[config.mk]
export PLATFORM = sky130hd
export DESIGN_NAME = sram_rr_arbiter
export DESIGN_NICKNAME = d
export VERILOG_FILES = /design/src/rtl/sram_rr_arbiter.sv
export SDC_FILE = /design/constraint.sdc
export NUM_CORES = 1
export LEC_CHECK = 0
export CAP_MARGIN = 5
export CORE_ASPECT_RATIO = 0.6
export CORE_UTILIZATION = 39
export CTS_CLUSTER_DIAMETER = 200
export DETAILED_ROUTE_END_ITERATION = 16
export PLACE_DENSITY_LB_ADDON = 0.1
export SYNTH_ARGS = -nofsm -noshare
export SYNTH_HDL_FRONTEND = slang
export SYNTH_SLANG_ARGS = --single-unit
[constraint.sdc]
create_clock -name clk -period 4.7 [get_ports clk]
set_clock_uncertainty 0.15 [all_clocks]
set_input_delay 0.94 -clock clk [delete_from_list [all_inputs] [get_ports clk]]
set_output_delay 0.94 -clock clk [all_outputs]
set_load 0.03 [all_outputs]
[src/rtl/sram_rr_arbiter.sv]
// Round-robin arbiter sharing one single-port 8-bit SRAM among NUM_REQ requesters.
// Grants one command per cycle, registers it onto the SRAM port, and returns
// read data to the issuing requester two cycles after the handshake.
module sram_rr_arbiter #(
  parameter int NUM_REQ   = 4,
  parameter int ADDR_BITS = 19,
  parameter int MEM_DEPTH = 380000
) (
  input  logic                           clk,
  input  logic                           rst_n,
  input  logic [NUM_REQ-1:0]             req_valid,
  input  logic [NUM_REQ-1:0]             req_we,
  input  logic [NUM_REQ*ADDR_BITS-1:0]   req_addr,
  input  logic [NUM_REQ*8-1:0]           req_wdata,
  output logic [NUM_REQ-1:0]             req_ready,
  output logic [NUM_REQ-1:0]             rsp_valid,
  output logic [7:0]                     rsp_data,
  output logic                           err_oob,
  output logic                           mem_we,
  output logic [ADDR_BITS-1:0]           mem_addr,
  output logic [7:0]                     mem_data_in,
  input  logic [7:0]                     mem_data_out
);

  localparam int IDX_W = (NUM_REQ > 1) ? $clog2(NUM_REQ) : 1;
  // One extra bit so MEM_DEPTH == 2**ADDR_BITS still compares correctly.
  localparam logic [ADDR_BITS:0] DEPTH = (ADDR_BITS+1)'(MEM_DEPTH);

  typedef struct packed {
    logic [IDX_W-1:0] idx;
    logic             oob;
  } tag_t;

  logic [NUM_REQ-1:0][ADDR_BITS-1:0] addr_a;
  logic [NUM_REQ-1:0][7:0]           wdata_a;
  logic [IDX_W-1:0]                  ptr, gidx;
  logic                              found, g_we, g_oob;
  logic [ADDR_BITS-1:0]              g_addr;
  logic [7:0]                        g_wdata;
  logic                              rd0;
  logic [2:1]                        vld_pipe;
  tag_t                              tag0, tag1, tag2;

  assign addr_a  = req_addr;
  assign wdata_a = req_wdata;

  // Requester index k+1 positions after the last grant, wrapping.
  function automatic logic [IDX_W-1:0] rr_idx(input logic [IDX_W-1:0] p, input int k);
    int s;
    s = (int'(p) + k + 1) % NUM_REQ;
    return s[IDX_W-1:0];
  endfunction

  // Pick the first valid requester in round-robin order after the last grant.
  always_comb begin
    found = 1'b0;
    gidx  = '0;
    for (int k = 0; k < NUM_REQ; k++) begin
      if (!found && req_valid[rr_idx(ptr, k)]) begin
        found = 1'b1;
        gidx  = rr_idx(ptr, k);
      end
    end
  end

  for (genvar i = 0; i < NUM_REQ; i++) begin : g_rdy
    assign req_ready[i] = found && (gidx == IDX_W'(i));
  end

  // A grant always coincides with a handshake since ready implies valid.
  assign g_addr  = addr_a[gidx];
  assign g_wdata = wdata_a[gidx];
  assign g_we    = req_we[gidx];
  assign g_oob   = ({1'b0, g_addr} >= DEPTH);
  assign rd0     = found && !g_we;
  assign tag0    = '{idx: gidx, oob: g_oob};

  // Pointer remembers the last granted requester; reset makes requester 0 next.
  always_ff @(posedge clk or negedge rst_n) begin
    if (!rst_n)     ptr <= IDX_W'(NUM_REQ - 1);
    else if (found) ptr <= gidx;
  end

  // Command stage: register the granted command onto the SRAM port.
  always_ff @(posedge clk or negedge rst_n) begin
    if (!rst_n) begin
      mem_we      <= 1'b0;
      mem_addr    <= '0;
      mem_data_in <= '0;
      err_oob     <= 1'b0;
    end else begin
      mem_we  <= found && g_we && !g_oob;
      err_oob <= found && g_oob;
      if (found) begin
        mem_addr    <= g_addr;
        mem_data_in <= g_wdata;
      end
    end
  end

  // Read tag pipeline: stage 1 tracks the command, stage 2 the SRAM output cycle.
  always_ff @(posedge clk or negedge rst_n) begin
    if (!rst_n) begin
      vld_pipe <= '0;
      tag1     <= '0;
      tag2     <= '0;
    end else begin
      vld_pipe <= {vld_pipe[1], rd0};
      tag1     <= tag0;
      tag2     <= tag1;
    end
  end

  // Steer SRAM read data to the issuing requester; zero when idle or out of range.
  always_comb begin
    rsp_valid = '0;
    rsp_data  = '0;
    if (vld_pipe[2]) begin
      rsp_valid[tag2.idx] = 1'b1;
      rsp_data            = tag2.oob ? 8'h00 : mem_data_out;
    end
  end

endmodule

==> flow_summary.ini, run 1 <==
[worst_setup_path]
cp-end-kind = output port
start_kind = input pin
worstPathRequired_ps = 3610
slowest_delay_ps = 690
timing.critical_path.buf_inv = 3
crit_family = buffers and inverters
crit_path_frequent_cell = clkdlybuf4s50_1
path_cells = clkdlybuf4s50_1 > a21oi_1 > or3_4 > nand2_8 > inv_6 > nor3_1 > clkdlybuf4s50_1
arrival_ps = 3140
slowest_stage = clkdlybuf4s50_1
path_class = input pin to output port
r2r-start = ptr[0]$_DFFE_PN1P_
path_max_fanout = 17
critPathLaunch = req_valid[0]

[floorplanning]
die_height_um = 64.3
fp.coreArea_sq_um = 6190
core.rowCount = 22
initial_core_util_pct = 40.8
die_w_um = 106
die_area_sq_um = 6810
io_pins = 171

[clock_tree]
clock_path_buffers = 2
worstSkewPairLatency_ps = 280
cts_buffers = 5
hold_buffers = 0
post_cts_buffers = 0
cts_root_buffer = clkbuf_8
htreeDepth = 2
cts_resized = 0
clkSinkCount = 39
cts_tree = built
clk_pin_slew_ps = 70

[placed_design]
io_buffer_count = 170
place_area_sq_um = 4290
place.gp.congestion = 0.762
hpwl_um = 5660

[power]
clkPwrFrac_pct = 10.1
power_frac_seq_pct = 24.8
p_int_mw = 1.36
switchingPower_mw = 1.04
p_comb_share_pct = 65.1
p_leak_nw = 1.84
ir_drop_mv = 0.307
p_sw_share_pct = 43.5
p_per_area_nw_per_um2 = 547
power.total_mw = 2.40

[layout]
area_growth_pct = 73.7
num-nets-final = 536
fin_area_sq_um = 4390
n_antenna_cell = 0
drive_gt1_share_pct = 9.00
fillers = 483

[synthesis]
ys_ff_latch = 39
synth_cells = 246
netlist_area_sq_um = 2530
synth_warnings = 0
ys_seq_area_share_pct = 38.7
synth_fp_nets = 372
avgSynthCellArea_sq_um = 10.3
post_synth_num_cell_types = 38

[sta]
fin_crit_ps = 4230
hold_violations = 0
timing.final.max_slew_violations = 0
fmax_mhz = 237
finalCritPeriodShare_pct = 89.9
fin_tns_setup_ps = 0
setup_violations = 0
relSlewSlack_pct = 42.5
rsz0062_at_grt = false
worst_pin_slew_ps = 863

[global_routing]
antenna_found_initial = 0
grt-ovfl-total = 0
grt_usage_pct = 21.5
grt_pass1_vias = 2419
grt_max_degree = 44
grt_pass1_wl_um = 11500

[flow_run]
cap_viol_max_count = 0

[min_path]
min_from = tag1[1]$_DFF_PN0_
hold_path_class = register to register

[route]
wl_per_cell_um = 14.6
viasPerCell = 5.00
vias = 2477
drt-total-wl_um = 7210
firstDrtPassIters = 4
route.antenna.remaining_nets = 0
drtIter0Drc = 67
remaining_drc_errors = 0

[status]
status = finished, final reports clean
## layout make-up
cell class | instances | area, sq um | area share [%]
Multi-Input combinational cell | 186 | 1450 | 33.1
Tap cell | 84 | 105 | 2.40
Sequential cell | 39 | 978 | 22.3
Clock buffer | 8 | 100 | 2.28
Inverter | 3 | 16.3 | 0.371
Timing Repair Buffer | 175 | 1730 | 39.5
## cell families (layout without fill, tap and decap cells)
family / Yosys count / in the layout / synth area share [%]
and+or+nand+nor: 76 / 76 / 16.7
buffers and inverters: 21 / 186 / 4.41
muxes: 57 / 57 / 23.3
AOI/OAI and AO/OA: 53 / 53 / 16.8
DFF: 39 / 39 / 38.7
## final timing paths
| check | cells after the start | end | slack [ps] |
|---|---|---|---|
| worst min-delay path | 0 | tag2[1]$_DFF_PN0_ | 200 |
| max in group asynchronous | 1 | mem_addr[16]$_DFFE_PN0P_ | 3240 |
| worst max register to register | 10 | tag1[0]$_DFF_PN0_ | 1610 |
| worst min register to register | 0 | tag2[1]$_DFF_PN0_ | 200 |
| worst max-delay path | 7 | req_ready[0] | 470 |
| min in group asynchronous | 1 | mem_data_in[1]$_DFFE_PN0P_ | 620 |
## cells in the mapped netlist, drive strengths merged
cell      n  area share (%)
mux2i    43              17
dfrtp    37              37
nand2    32             5.4
a211oi   16             4.8
nor2b    16             4.0
mux2     14             6.2
a21o     13             3.9
a311oi   13             4.5
and2     10             2.5
clkbuf   10             1.5
buf       8             2.3
nor2      4            0.59
inv       3            0.64
a31oi     2            0.50
and3b     2            0.69
dfstp     2             2.1
nand2b    2            0.50
nor3      2            0.40
o21ai     2            0.40
or2       2            0.50
a2111oi   1             1.1
a21boi    1            0.30
a21oi     1            0.20
a22oi     1            0.30
and3      1            0.25
nand4     1            0.25
nor3b     1            0.30
nor4b     1            0.59
nor4bb    1            0.40
o211ai    1            0.30
o21a      1            0.30
o22a      1            0.35
or3       1            0.45
## flip-flops by register name, summed over array words and instances, names as in the netlist
register / cells
ptr: 2
vld_pipe: 2
mem_addr: 19
err_oob: 1
mem_we: 1
tag1: 3
tag2: 3
mem_data_in: 8
## through the flow
step                setup slack (ps)  util (%)  hold WS (ps)  cells
global route                     383      70.8           206    495
floorplan                        707         -           181    246
CTS                              478      70.8           203    495
finish                           474      70.8           200    495
detailed placement               485      69.2           186    487
global placement                 527      69.2           182    487
## cell usage in the layout, fill, tap and decap left out, types with 2 or more instances in the layout
master,Yosys,routed
nand2_1,31,31
mux2i_1,43,43
dfrtp_1,37,37
nor2_1,4,4
and2_1,10,10
a211oi_1,16,16
a21o_1,13,13
mux2_2,14,14
and3b_1,2,2
clkdlybuf4s50_1,0,169
nand2b_1,2,2
dfstp_2,2,2
a311oi_1,13,13
clkbuf_8,0,7
nor2b_1,16,16
buf_4,2,5
inv_1,2,2
a31oi_1,2,2
## layer usage
layer	vias to the layer above	share of wire [%]	wire, um	GRT usage [%]
met5	-	0	0	0
met4	0	0.82	59	3.82
met3	6	9.3	668	8.06
met2	95	48	3430	36.8
met1	1152	42	3050	26.1
li1	1224	-	-	-
## power groups by stage
| stage | clock, mW | sequential, mW | combinational, mW |
|---|---|---|---|
| 2_1_floorplan | 0 | 0.832 | 0.764 |
| 3_3_place_gp | 0 | 0.594 | 1.55 |
| 6_report | 0.242 | 0.596 | 1.56 |
| 5_1_grt | 0.267 | 0.615 | 1.67 |
| 3_5_place_dp | 0 | 0.599 | 1.57 |
| 4_1_cts | 0.252 | 0.596 | 1.58 |
(Power assumes the default switching activity.)
==> run 2: changes to the inputs <==
Settings changed: CTS_CLUSTER_SIZE set to 8.
==> results of run 2 <==
The final DEF is identical to that of run 1; final timing and power are the same.
==> run 3: changes to the inputs <==
Clock period 4.7 ns to 5.1 ns, I/O delays scaled along.
==> run 3 against run 2 <==
Compared with the run above: global-route usage increased by 0.44 points; flip-flop and latch count unchanged; total power decreased by 7.9%; largest power group unchanged; die area unchanged; core utilization decreased by 0.24 points; clock power decreased by 7%; via count decreased by 0.93%; sequential share of layout area increased by 0.077 points; register-to-register slack improved by 150 ps; critical endpoint is now req_ready[3]; routed wire length increased by 0.78%.
==> flow_summary.ini, run 3 (synthesized netlist as in run 1, its figures left out) <==
[power]
power.total_mw = 2.21
ir_drop_mv = 0.307
p_per_area_nw_per_um2 = 505
switchingPower_uw = 965
p_int_mw = 1.24
p_leak_nw = 1.83
p_comb_share_pct = 64.8
power_frac_seq_pct = 25.0
clkPwrFrac_pct = 10.2
p_sw_share_pct = 43.7

[flow_run]
cap_viol_max_count = 0

[placed_design]
place.gp.congestion = 0.779
place_ws_ps = 602
hpwl_um = 5670
io_buffer_count = 170

[clock_tree]
clk_pin_slew_ps = 70
hold_buffers = 0
cts_root_buffer = clkbuf_8
cts_buffers = 5
clkSinkCount = 39
clock_path_buffers = 2
cts_tree = built
cts_resized = 0
htreeDepth = 2
post_cts_buffers = 0
worstSkewPairLatency_ps = 290

[layout]
final_cell_mix = clkdlybuf4s50_1 (169), mux2i_1 (43), dfrtp_1 (37)
final_common_cell = clkdlybuf4s50_1
num-nets-final = 534
largest_registers = mem_addr x19, mem_data_in x8
n_antenna_cell = 0
largest_reg_flops = 19
area_growth_pct = 73.1
final_util_pct = 70.6
drive_gt1_share_pct = 8.56
regMostFlops = mem_addr

[sta]
rsz0062_at_grt = false
relSlewSlack_pct = 42.7
holdWs_ps = 205
setup_ws_ps = 625
setup_violations = 0
worst_pin_slew_ps = 860
timing.final.max_slew_violations = 0
finalCritPeriodShare_pct = 87.8
fin_crit_ps = 4480
hold_violations = 0
fin_tns_setup_ps = 0
fmax_mhz = 223

[floorplanning]
initial_core_util_pct = 40.8
die_w_um = 106
fp.coreArea_sq_um = 6190
core.rowCount = 22
die_height_um = 64.3
die_area_sq_um = 6810
io_pins = 171

[worst_setup_path]
cp-end-kind = output port
slowest_stage = clkdlybuf4s50_1
crit_path_frequent_cell = clkdlybuf4s50_1
worstPathRequired_ps = 3930
path_cells = clkdlybuf4s50_1 > nand2b_1 > a21boi_0 > o21ai_4 > and2_1 > clkdlybuf4s50_1
path_max_fanout = 18
r2r_slack_ps = 1760
arrival_ps = 3310
critPathLaunch = req_valid[2]
start_kind = input pin
timing.critical_path.buf_inv = 2
crit_family = buffers and inverters
r2r-start = ptr[1]$_DFFE_PN1P_
slowest_delay_ps = 670
path_class = input pin to output port

[route]
wl_per_cell_um = 14.7
viasPerCell = 4.98
route.antenna.remaining_nets = 0
drtIter0Drc = 67
remaining_drc_errors = 0
drt-total-wl_um = 7270
vias = 2454
firstDrtPassIters = 4

[status]
status = finished, final reports clean

[global_routing]
grt_pass1_vias = 2410
grt_pass1_wl_um = 11500
grt_usage_pct = 21.9
antenna_found_initial = 0
grt-ovfl-total = 0
grt_max_degree = 71

[min_path]
min_from = vld_pipe[1]$_DFF_PN0_
hold_path_class = register to register
## run 3: cell count changes in the layout (fill, tap and decap cells not counted), sizes merged
cell	change
buf	-2
## run 3: final cells by class
class | count | area, sq um
clock buffers | 8 | 100
inverters | 3 | 16.3
repair buffers | 173 | 1720
well taps | 84 | 105
flip-flops and latches | 39 | 978
fillers | 486 | 1820
multi-input cells | 186 | 1450
## run 3: final timing paths
check / to / cells after the start
min in group asynchronous: mem_addr[12]$_DFFE_PN0P_ / 1
worst max register to register: tag1[0]$_DFF_PN0_ / 10
worst min-delay path: vld_pipe[2]$_DFF_PN0_ / 0
worst max-delay path: req_ready[3] / 6
worst min register to register: vld_pipe[2]$_DFF_PN0_ / 0
max in group asynchronous: mem_addr[4]$_DFFE_PN0P_ / 1
## run 3: worst reg2reg max path, cell delays in order, from the launching register on
cell and delay [ps]:
dfstp_2 610, and3b_1 180, or3_4 150, nand2_8 110, inv_6 90, buf_4 610, mux2i_1 330, mux2i_1 150
a2111oi_4 450, a211oi_1 160, or2_1 230
## run 3: power by group through the flow
stage	registers [mW]	clock network [mW]	logic (mW)
final	0.553	0.225	1.43
after global routing	0.571	0.248	1.53
after CTS	0.553	0.232	1.45
after detailed placement	0.556	0	1.44
after global placement	0.548	0	1.42
after floorplan	0.767	0	0.704
## run 3: stage by stage
step	instances	area, sq um
2_1_floorplan	246	2530
4_1_cts	493	4370
3_5_place_dp	485	4270
5_1_grt	493	4370
3_3_place_gp	485	4270
6_report	493	4370
## run 3: per-layer routing
metal / vias to the layer above / routed length [um] / GRT usage, %
li1: 1221 / - / -
met3: 9 / 599 / 7.24
met1: 1133 / 3200 / 27.3
met4: 0 / 90 / 6.25
met2: 91 / 3380 / 36.3
met5: - / 0 / 0
